**config.mk**
```make
export PLATFORM = sky130hd
export DESIGN_NAME = uart_cmd_decoder
export DESIGN_NICKNAME = d
export VERILOG_FILES = /design/src/rtl/uart_cmd_decoder_pkg.sv /design/src/rtl/uart_cmd_decoder_txser.sv /design/src/rtl/uart_cmd_decoder.sv
export SDC_FILE = /design/constraint.sdc
export NUM_CORES = 1
export LEC_CHECK = 0
export CAP_MARGIN = 25
export CORE_MARGIN = 1.5
export CORE_UTILIZATION = 35
export DETAILED_ROUTE_END_ITERATION = 8
export GPL_TIMING_DRIVEN = 0
export PLACE_DENSITY_LB_ADDON = 0.05
export SYNTH_ARGS = -nofsm -noshare
export SYNTH_HDL_FRONTEND = slang
export SYNTH_HIERARCHICAL = 1
export SYNTH_SLANG_ARGS = --single-unit
```
**constraint.sdc**
```tcl
create_clock -name i_clk -period 5.28 [get_ports i_clk]
set_clock_uncertainty 0.1 [all_clocks]
set_input_delay 1.056 -clock i_clk [delete_from_list [all_inputs] [get_ports i_clk]]
set_output_delay 1.056 -clock i_clk [all_outputs]
set_load 0.02 [all_outputs]
```
**src/rtl/uart_cmd_decoder_pkg.sv**
```systemverilog
// Shared opcode constants and FSM state encoding for the UART command decoder.
// Pure declarations: no logic, no latency, no flow control.
package uart_cmd_pkg;

  localparam logic [3:0] OP_NOP   = 4'h0;
  localparam logic [3:0] OP_LDATA = 4'h1;
  localparam logic [3:0] OP_ECHO  = 4'h2;
  localparam logic [3:0] OP_LADDR = 4'h4;
  localparam logic [3:0] OP_WRITE = 4'h6;
  localparam logic [3:0] OP_READ  = 4'h7;

  typedef enum logic [2:0] {
    IDLE,
    WRITE,
    RD_REQ,
    RD_WAIT,
    TX
  } state_t;

endpackage

```
**src/rtl/uart_cmd_decoder_txser.sv**
```systemverilog
// Word-to-byte serializer, MSB byte first; valid rises the cycle after i_load.
// Each byte is held with valid high until i_tx_ready; o_done marks the last handshake.
module uart_cmd_txser #(
  parameter int DATA_W = 32
) (
  input  logic              i_clk,
  input  logic              i_nrst,
  input  logic              i_load,
  input  logic [DATA_W-1:0] i_word,
  input  logic              i_tx_ready,
  output logic              o_tx_valid,
  output logic [7:0]        o_tx_data,
  output logic              o_done
);

  localparam int NB    = DATA_W / 8;
  localparam int CNT_W = (NB > 1) ? $clog2(NB) : 1;
  localparam logic [CNT_W-1:0] LAST = CNT_W'(NB - 1);

  logic [DATA_W-1:0] r_word;
  logic [CNT_W-1:0]  r_cnt;
  logic              r_vld;
  logic              w_hs;

  assign w_hs       = r_vld & i_tx_ready;
  assign o_done     = w_hs && (r_cnt == '0);
  assign o_tx_valid = r_vld;
  assign o_tx_data  = r_word[{r_cnt, 3'b000} +: 8];

  always_ff @(posedge i_clk or negedge i_nrst) begin
    if (!i_nrst) begin
      r_word <= '0;
      r_cnt  <= '0;
      r_vld  <= 1'b0;
    end else if (i_load) begin
      r_word <= i_word;
      r_cnt  <= LAST;
      r_vld  <= 1'b1;
    end else if (w_hs) begin
      if (r_cnt == '0) r_vld <= 1'b0;
      else             r_cnt <= r_cnt - 1'b1;
    end
  end

endmodule

```
**src/rtl/uart_cmd_decoder.sv**
```systemverilog
// Byte command decoder: nibble shift-loads data/addr, 1-cycle mem strobes, byte echo.
// Strobes/tx start the cycle after the opcode byte; bytes arriving while busy are dropped (o_overrun).
module uart_cmd_decoder #(
  parameter int DATA_W = 32,
  parameter int ADDR_W = 10
) (
  input  logic              i_clk,
  input  logic              i_nrst,
  input  logic              i_rx_valid,
  input  logic [7:0]        i_rx_data,
  output logic [ADDR_W-1:0] o_mem_addr,
  output logic [DATA_W-1:0] o_mem_wdata,
  output logic              o_mem_we,
  output logic              o_mem_re,
  input  logic [DATA_W-1:0] i_mem_rdata,
  input  logic              i_mem_rvalid,
  output logic              o_tx_valid,
  output logic [7:0]        o_tx_data,
  input  logic              i_tx_ready,
  output logic              o_busy,
  output logic              o_overrun
);

  import uart_cmd_pkg::*;

  state_t            r_state, w_next;
  logic [DATA_W-1:0] r_data;
  logic [ADDR_W-1:0] r_addr;
  logic              r_ovr;
  logic              w_load, w_done, w_ld_data, w_ld_addr, w_cap;
  logic [3:0]        w_op, w_nib;
  logic [DATA_W-1:0] w_tx_word;

  assign w_op        = i_rx_data[3:0];
  assign w_nib       = i_rx_data[7:4];
  assign o_mem_addr  = r_addr;
  assign o_mem_wdata = r_data;
  assign o_overrun   = r_ovr;
  // Read data goes straight into the serializer in the same cycle it is captured.
  assign w_tx_word   = w_cap ? i_mem_rdata : r_data;

  always_comb begin
    w_next    = r_state;
    w_load    = 1'b0;
    w_ld_data = 1'b0;
    w_ld_addr = 1'b0;
    w_cap     = 1'b0;
    o_mem_we  = 1'b0;
    o_mem_re  = 1'b0;
    o_busy    = (r_state != IDLE);
    case (r_state)
      IDLE: begin
        if (i_rx_valid) begin
          case (w_op)
            OP_NOP:   ;
            OP_LDATA: w_ld_data = 1'b1;
            OP_ECHO:  begin w_next = TX; w_load = 1'b1; end
            OP_LADDR: w_ld_addr = 1'b1;
            OP_WRITE: w_next = WRITE;
            OP_READ:  w_next = RD_REQ;
            default:  ;
          endcase
        end
      end
      WRITE: begin
        o_mem_we = 1'b1;
        w_next   = IDLE;
      end
      RD_REQ: begin
        o_mem_re = 1'b1;
        w_next   = RD_WAIT;
      end
      RD_WAIT: begin
        if (i_mem_rvalid) begin
          w_cap  = 1'b1;
          w_load = 1'b1;
          w_next = TX;
        end
      end
      TX:      if (w_done) w_next = IDLE;
      default: w_next = IDLE;
    endcase
  end

  always_ff @(posedge i_clk or negedge i_nrst) begin
    if (!i_nrst) begin
      r_state <= IDLE;
      r_data  <= '0;
      r_addr  <= '0;
      r_ovr   <= 1'b0;
    end else begin
      r_state <= w_next;
      r_ovr   <= i_rx_valid && (r_state != IDLE);
      if (w_ld_data)  r_data <= {r_data[DATA_W-5:0], w_nib};
      else if (w_cap) r_data <= i_mem_rdata;
      if (w_ld_addr)  r_addr <= {r_addr[ADDR_W-5:0], w_nib};
    end
  end

  uart_cmd_txser #(.DATA_W(DATA_W)) u_txser (
    .i_clk      (i_clk),
    .i_nrst     (i_nrst),
    .i_load     (w_load),
    .i_word     (w_tx_word),
    .i_tx_ready (i_tx_ready),
    .o_tx_valid (o_tx_valid),
    .o_tx_data  (o_tx_data),
    .o_done     (w_done)
  );

endmodule

```
# --- Yosys cells after proc, flatten, opt, wreduce, memory -nomap -nowiden ---
# Cells that the tools add are included.
word_totals:
  word_cells: 60
  reg_bits: 81
  out_inout_bits: 55
  inputBits: 45
op_classes:
  shifts: 1
  reduce_logical: 10
  mux: 26
  n_addsub: 1
  bitwise: 1
  n_eq_ne: 14
op_table:
  columns: ["cell", "n"]
  rows:
  - ["$mux W32", 2]
  - ["$shiftx A32 B6 Y8", 1]
  - ["$mux W1", 15]
  - ["$eq A4 B3 Y1 const B", 3]
  - ["$pmux W3 S4", 1]
  - ["$mux W3", 3]
  - ["$pmux W3 S3", 1]
  - ["$eq A3 B2 Y1 const B", 2]
  - ["$mux W2", 3]
  - ["$eq A4 B1 Y1 const B", 1]
  - ["$eq A4 B2 Y1 const B", 1]
  - ["$ne A2 B1 Y1 const B", 2]
  - ["$ne A2 B2 Y1 const B", 2]
  - ["$ne A4 B1 Y1 const B", 1]
  - ["$reduce_and A2 Y1", 2]
  - ["$reduce_and A4 Y1", 1]
  - ["$reduce_bool A2 Y1", 2]
  - ["$eq A3 B1 Y1 const B", 1]
  - ["$eq A3 B3 Y1 const B", 1]
  - ["$logic_not A3 Y1", 1]
  - ["$reduce_bool A3 Y1", 1]
  - ["$logic_and A1 B1 Y1", 2]
  - ["$logic_not A2 Y1", 1]
  - ["$pmux W1 S2", 1]
  - ["other kinds (2)", 2]

# --- Logic depth before layout (Yosys ltp) ---
# Gate-level depths: netlist of run 1.
logic_depth:
  word_depth: 6
  depth_mapped: 8
  depth_no_buf: 5

# --- Modules after synthesis ---
# Netlist of run 1, hierarchy kept.
modules_own_cells:
  columns: ["module", "instances", "seq_area_each_um2", "cells_each", "area_per_inst_um2"]
  rows:
  - ["uart_cmd_decoder", 1, 1151.1, 155, 2387.3]
  - ["uart_cmd_txser", 1, 875.8, 94, 1564.0]

# --- Worst setup path before layout of run 1 ---
# No wires, ideal clock.
synth_path:
  path_type: "input-to-reg"
  start: "input i_rx_data[3]"
  end: "register u_txser.r_word[0]"
  path_slack_ns: 2.774
  path_stages: 6
  setup_time_ns: 0.127
  path_buffers: 2
  required_time_ns: 5.053
  arrival_time_ns: 2.278
  cell_sequence: "nor4_4 nand4b_1 nand2_1 buf_4 buf_6 mux2_1"
synth_between:
  elab_chain_cells: 4
synth_rtl:
  columns: ["item", "line", "source"]
  rows:
  - ["from (decl)", "uart_cmd_decoder.sv:10", "input logic [7:0] i_rx_data,"]
  - ["$eq A4 B2 Y1", "uart_cmd_decoder.sv:54", "case (w_op)"]
  - ["$mux W1", "uart_cmd_decoder.sv:54", null]
  - ["$mux W1", "uart_cmd_decoder.sv:53", "if (i_rx_valid) begin"]
  - ["$pmux W1 S2", "uart_cmd_decoder.sv:51", "case (r_state)"]
  - ["named net w_load", "uart_cmd_decoder.sv:30", "logic w_load, w_done, w_ld_data, w_ld_addr, w_cap;"]
  - ["to (signal assigned)", "uart_cmd_decoder_txser.sv:36", "r_word <= i_word;"]
  - ["to (decl)", "uart_cmd_decoder_txser.sv:20", "logic [DATA_W-1:0] r_word;"]
# The timed path passes the listed nets, and every way through them passes these cells.
# A chain may end at the register's enable or synchronous reset.

# --- Worst setup path in the final report of run 1 ---
layout_path:
  start: "register u_txser.r_cnt[0]"
  end: "output o_tx_data[6]"
layout_between:
  elab_chain_cells: 1
layout_rtl:
  columns: ["item", "line", "source"]
  rows:
  - ["from (decl)", "uart_cmd_decoder_txser.sv:21", "logic [CNT_W-1:0] r_cnt;"]
  - ["from (signal assigned)", "uart_cmd_decoder_txser.sv:41", "else r_cnt <= r_cnt - 1'b1;"]
  - ["$shiftx A32 B6 Y8", "uart_cmd_decoder_txser.sv:28", "assign o_tx_data = r_word[{r_cnt, 3'b000} +: 8];"]
  - ["to (decl)", "uart_cmd_decoder.sv:18", "output logic [7:0] o_tx_data,"]
# No other way between the ends.

==> results of run 1 <==
==> per-stage QoR <==
step / worst slack (ps) / util (%)
global placement: -48.56 / 46.80
detailed placement: 2076 / 47.03
global route: 2069 / 49.83
CTS: 2124 / 49.83
finish: 2143 / 49.83
floorplan: 2774 / -
==> power groups by stage <==
| stage | sequential, W | clock, W | combinational, W |
|---|---|---|---|
| after detailed placement | 0.000841 | 0 | 0.000759 |
| final | 0.000831 | 0.000636 | 0.000751 |
| after floorplan | 0.000924 | 0 | 0.000348 |
| after CTS | 0.000832 | 0.000656 | 0.000762 |
| after global placement | 0.000838 | 0 | 0.000753 |
| after global routing | 0.000852 | 0.000680 | 0.000811 |
==> layer usage <==
layer | vias to the layer above | GRT usage (%) | wire [um]
li1 | 1136 | - | -
met1 | 1211 | 22.17 | 4321
met2 | 62 | 24.42 | 4063
met3 | 5 | 4.662 | 476
met4 | 0 | 4.731 | 68
met5 | - | 0 | 0
==> layout make-up <==
type,instances,area (um2)
multi-input combinational,149,1778
timing repair buffer,100,1016
sequential,81,2027
clock inverter,6,67.56
inverter,3,11.26
fill,990,5487
buffer,16,135.1
tap,140,175.2
clock buffer,10,239.0
==> path summary, 6_finish.rpt <==
| check | startpoint | to | slack (ps) | cells after the start |
|---|---|---|---|---|
| max in group asynchronous | i_nrst | u_txser/r_word[27] | 3900 | 2 |
| hold reg to reg | u_txser/r_word[8] | u_txser/r_word[8] | 390 | 1 |
| setup / recovery | u_txser/r_cnt[0] | o_tx_data[6] | 2140 | 3 |
| hold / removal | u_txser/r_word[8] | u_txser/r_word[8] | 390 | 1 |
| min in group asynchronous | i_nrst | o_mem_wdata[28] | 570 | 1 |
| setup reg to reg | r_state[0] | u_txser/r_word[27] | 3110 | 7 |
==> state kept, by name (all words and copies together) (netlist names) <==
signal / cells
o_mem_addr: 10
u_txser/r_word: 32
r_state: 3
u_txser/r_cnt: 2
u_txser/o_tx_valid: 1
o_overrun: 1
o_mem_wdata: 32
==> cells by family (layout without fill, tap and decap cells) <==
| family | count (synthesis) | count (layout) | share of synthesized area (%) |
|---|---|---|---|
| buffers and inverters | 19 | 135 | 3.705 |
| DFF | 81 | 81 | 51.30 |
| AOI/OAI and AO/OA | 5 | 5 | 0.9817 |
| adders and majority gates | 1 | 1 | 0.3166 |
| and+or+nand+nor | 27 | 27 | 5.478 |
| muxes | 116 | 116 | 38.22 |
==> cells in the final DEF, fill, tap and decap left out, types with 3 or more instances in the layout <==
| cell type | n |
|---|---|
| mux4_2 | 7 |
| dfrtp_1 | 81 |
| buf_6 | 8 |
| nand2_1 | 3 |
| mux2_1 | 34 |
| clkbuf_16 | 9 |
| nor2b_1 | 5 |
| buf_2 | 6 |
| mux2_2 | 42 |
| buf_4 | 3 |
| nor2_1 | 3 |
| clkdlybuf4s50_1 | 98 |
| mux2_4 | 30 |
| nand3_1 | 3 |
| inv_1 | 3 |
==> qor.yml, run 1 <==
outcome: "finished clean"
die_h_um: 109.3
period_needed_ps: 3137
finalPower_w: 0.002218
swShare_pct: 30.14
die_w_um: 109.3
vias: 2414
dpl.hpwl_um: 6425
clk_latency_ps: 330
cpPeakStageDelay_ps: 560
grt_max_degree: 50
max-clock-path-buffers: 2
die_area_um2: 11940
portBuffers: 99
fin_hold_ws_ps: 386.1
internal_power_w: 0.001549
wl_um: 8929
drt_iter0_drc: 107
yosys.area.top_type: "dfrtp_1"
sequentialPowerShare_pct: 37.5
cellLeakagePower_nw: 2.668
setup_viol: 0
synth_top_area_share_pct: 51.30
htree_levels: 3
crit_family: "buffers and inverters"
synthTopCellsByCount: "dfrtp_1 (81), mux2_2 (42), mux2_1 (34)"
maxSlewHeadroom_pct: 59.50
arrival_ps: 1980
antenna_cells: 0
tightest_slew_ps: 592.2
setup_tns_ps: 0
synth_seq_cells: 81
ir_drop_mv: 0.2544
yosysSeqAreaShare_pct: 51.30
finalCritPeriodShare_pct: 59.42
synth_area_um2: 3951
cts-buffers-inserted: 9
globalRouteOverflowTotal: 0
start_util_pct: 36.13
drv_slew: 0
wl_per_cell_um: 17.68
cp_cell_sequence: "buf_6, mux4_2, clkdlybuf4s50_1"
drc: 0
rsz0062_at_grt: "false"
postPlaceCellArea_um2: 5142
grt_pass1_wl_um: 14120
core_area_um2: 10940
cap_violations: 0
gp_congestion: 0.7385
rows: 38
cts_tree: "yes"
syn_inst: 249
first_pass_iters: 4
slowest_stage: "clkdlybuf4s50_1"
grt_pass1_vias: 2527
synth_nets: 295
postCtsHoldBufs: 0
synth_area_leaders: "dfrtp_1 (51%), mux2_2 (12%), mux2_4 (11%)"
synth_edf_count: 0
fmax_mhz: 318.7
synth_ff_type: "dfrtp_1"
antenna_found_initial: 0
ios: 100
area_growth_pct: 37.90
worst-path-buf-inv: 2
cts_sinks: 81
crit_path_end_kind: "output port"
drive_gt1_share_pct: 32.33
ant_nets: 0
cp.required_ps: 4120
final_nets: 406
hold_viol: 0
startpoint_type: "flop"
root_buffer: "clkbuf_16"
worstHoldPathType: "flop to flop"
power_frac_comb_pct: 33.8
crit_type: "flop to output port"
grt_use_total_pct: 16.05
avgSynthCellArea_um2: 15.87
synthArstFlopShare_pct: 100.0
post_cts_resized: 0
clock_power_share_pct: 28.7
yosysWarnings: 6
final_area_um2: 5449
p_switching_w: 0.0006686
dp.cells: 489
clkTransAtPathRegs_ps: 60
synthDistinctLibCells: 31
viasPerCell: 4.780
post_cts.repair.setup_buffers: 0
worstPathMaxFanout: 10
layout.cells.non_filler: 505
p_per_area_nw_per_um2: 407.0
yosysMostFrequentCell: "dfrtp_1"
Power figures use the tool's default switching activity.
==> run 2, diff against run 1 <==
==> constraint.sdc (replaced) <==
create_clock -name i_clk -period 3.2 [get_ports i_clk]
set_clock_uncertainty 0.1 [all_clocks]
set_input_delay 0.64 -clock i_clk [delete_from_list [all_inputs] [get_ports i_clk]]
set_output_delay 0.64 -clock i_clk [all_outputs]
set_load 0.02 [all_outputs]
==> results of run 2 <==
The final DEF is identical to that of run 1. Status: finished clean.
Main changes from that run: setup slack after placement 2076 ps -> 412.3 ps; setup slack after layout 2143 ps -> 478.7 ps; hold slack 386.1 ps -> 150.9 ps; register-to-register setup slack 3110 ps -> 1030 ps; total power 0.002218 W -> 0.003660 W; worst IR drop on VDD 0.2544 mV -> 0.4197 mV
==> patch, RTL diff (settings of run 1) <==
The parameter `ADDR_W` goes from 10 to 9.
--- a/src/rtl/uart_cmd_decoder.sv
+++ b/src/rtl/uart_cmd_decoder.sv
@@ -4,3 +4,3 @@
   parameter int DATA_W = 32,
-  parameter int ADDR_W = 10
+  parameter int ADDR_W = 9
 ) (
Interface: changed (resized o_mem_addr); port bits go from 100 to 99. No check against the original RTL was run, so the function may have changed too.
==> patch against run 1 <==
- wire length fell by 2.5%
- power rose by 32%
- synthesized cell count fell by 4.0%
- design area fell by 3.4%
- sequential cell count fell by 1
- setup slack got worse by 0.037 ns
- register-to-register slack improved by 0.09 ns
- sequential share of layout area rose by 0.82 points
- fmax fell by 1.2%
- area after synthesis fell by 2.1%
- first-iteration DRC count fell by 21%
- clock power fell by 24%
- utilization fell by 1.0 points
- critical endpoint is now o_tx_data[1]
==> patch: results (changes against run 1) <==
* CP Data Arrival Time at 2.02 ns (was 1.98 ns)
* R2r worst-path depth at 4 (was 7)
* Area of placed instances at 5050 µm² (was 5140 µm²)
* Post-synthesis cell type count at 28 (was 31)
* RD Place Congestion at 0.707 (was 0.739)
* PortBufs at 98 (was 99)
* Vias at 2365 (was 2414)
* Dominant cells by area after synthesis: dfrtp_1 (52%), mux2_4 (15%), mux2_1 (12%), mux2_2 (7.3%), mux4_2 (4.1%) (was dfrtp_1 (51%), mux2_2 (12%), mux2_4 (11%), mux2_1 (9.7%), mux4_2 (4.0%))
* Insertion delay to the later sink of the worst-skew pair at 0.35 ns (was 0.33 ns)
* Outcome: finished clean (unchanged)
* Vias in the first global route at 2533 (was 2527)
* Leakage power at 2.57 nW (was 2.67 nW)
* Post-synthesis compound-gate area fraction at 0.00647 (was 0.00982)
* R2r setup slk at 3.20 ns (was 3.11 ns)
* Post-synthesis mux area share at 0.395 (was 0.382)
* Fraction of final layout cells sized beyond drive strength 1 at 0.297 (was 0.323)
* DP HPWL at 6320 µm (was 6430 µm)
* Reg2Reg Capture Point: o_mem_wdata[18] (was u_txser/r_word[27])
* Commonest cells in the netlist: dfrtp_1 (80), mux2_1 (42), mux2_4 (38), mux2_2 (25), mux4_2 (7) (was dfrtp_1 (81), mux2_2 (42), mux2_1 (34), mux2_4 (30), buf_6 (8))
* First-pass GRT wire length at 13700 µm (was 14100 µm)
* VDD IR max at 0.000319 V (was 0.000254 V)
* Hold-critical path endpoint: u_txser/r_word[15] (was u_txser/r_word[8])
* Clk pin slew, worst setup/hold paths at 0.08 ns (was 0.06 ns)
* DR WL/cell at 17.6 µm (was 17.7 µm)
* Ant diodes at 0 (unchanged)
* Syn_nets at 285 (was 295)
* Worst Hold Launch: u_txser/r_word[15] (was u_txser/r_word[8])
* Fin Hold WS at 0.382 ns (was 0.386 ns)
* Rel. slew slack at 0.740 (was 0.595)
* Final-stage net count at 395 (was 406)
* Seq/Total Area, Yosys at 0.517 (was 0.513)
* Largest net degree at the start of global routing at 62 (was 50)
## patch: cell types whose count changed after synthesis, moves of 2 or more
cell      before  now
mux2_2        42   25
mux2_1        34   42
mux2_4        30   38
buf_6          8    5
nor2b_1        5    2
a32oi_1        0    2
buf_2          6    4
nand3_1        3    1
nand4b_2       0    2
nor3b_1        2    4
## patch: per-layer routing
layer,share of wire,global-route usage,wire length (µm),up-vias
met4,0.011,0.0564,97,0
met1,0.48,0.217,4150,1200
met5,0,0,0,-
li1,-,-,-,1102
met3,0.037,0.0241,323,9
met2,0.47,0.253,4130,54
## patch: cells by family (layout without fill, tap and decap cells)
logic type,after synthesis,count (layout)
adders and majority gates,1,1
buffers and inverters,16,131
muxes,115,115
DFF,80,80
AOI/OAI and AO/OA,3,3
and+or+nand+nor,24,24
## patch: worst max-delay path by stage
stage                startpoint                  to
4_1_cts        u_txser/r_cnt[0]        o_tx_data[0]
2_1_floorplan      i_rx_data[0]   u_txser/r_word[0]
5_1_grt        u_txser/r_cnt[0]        o_tx_data[0]
3_3_place_gp             i_nrst     o_mem_wdata[26]
3_5_place_dp       i_mem_rvalid  u_txser/r_word[27]
6_report       u_txser/r_cnt[0]        o_tx_data[1]
## patch: worst reg2reg max path, cell delays in order (launching register included)
cell,delay (ns)
dfrtp_1,0.49
nor3_2,0.36
nand4b_2,0.32
buf_2,0.36
mux2_4,0.35
## patch: final cells by class
type | count | area [µm²]
inverter | 4 | 15.0
buffer | 12 | 98.8
clock buffer | 11 | 151
tap | 140 | 175
clock inverter | 5 | 63.8
sequential | 80 | 2000
timing repair buffer | 99 | 1010
fill | 981 | 5530
multi-input combinational | 143 | 1750
## patch: report_power, final
part | switching [W] | internal [W]
Clock | 0.000236 | 0.000248
Combinational | 0.000576 | 0.000794
Sequential | 0.000186 | 0.000881
Total | 0.000997 | 0.00192
## patch: metrics by stage
step                utilization  worst slack, ns  setup TNS, ns  std cells
finish                    0.488             2.11              0        494
global route              0.488             2.04              0        494
CTS                       0.488             2.08              0        494
detailed placement        0.468             2.12              0        478
global placement          0.466          -0.0912          -6.73        477
floorplan                     -             2.87              0        239
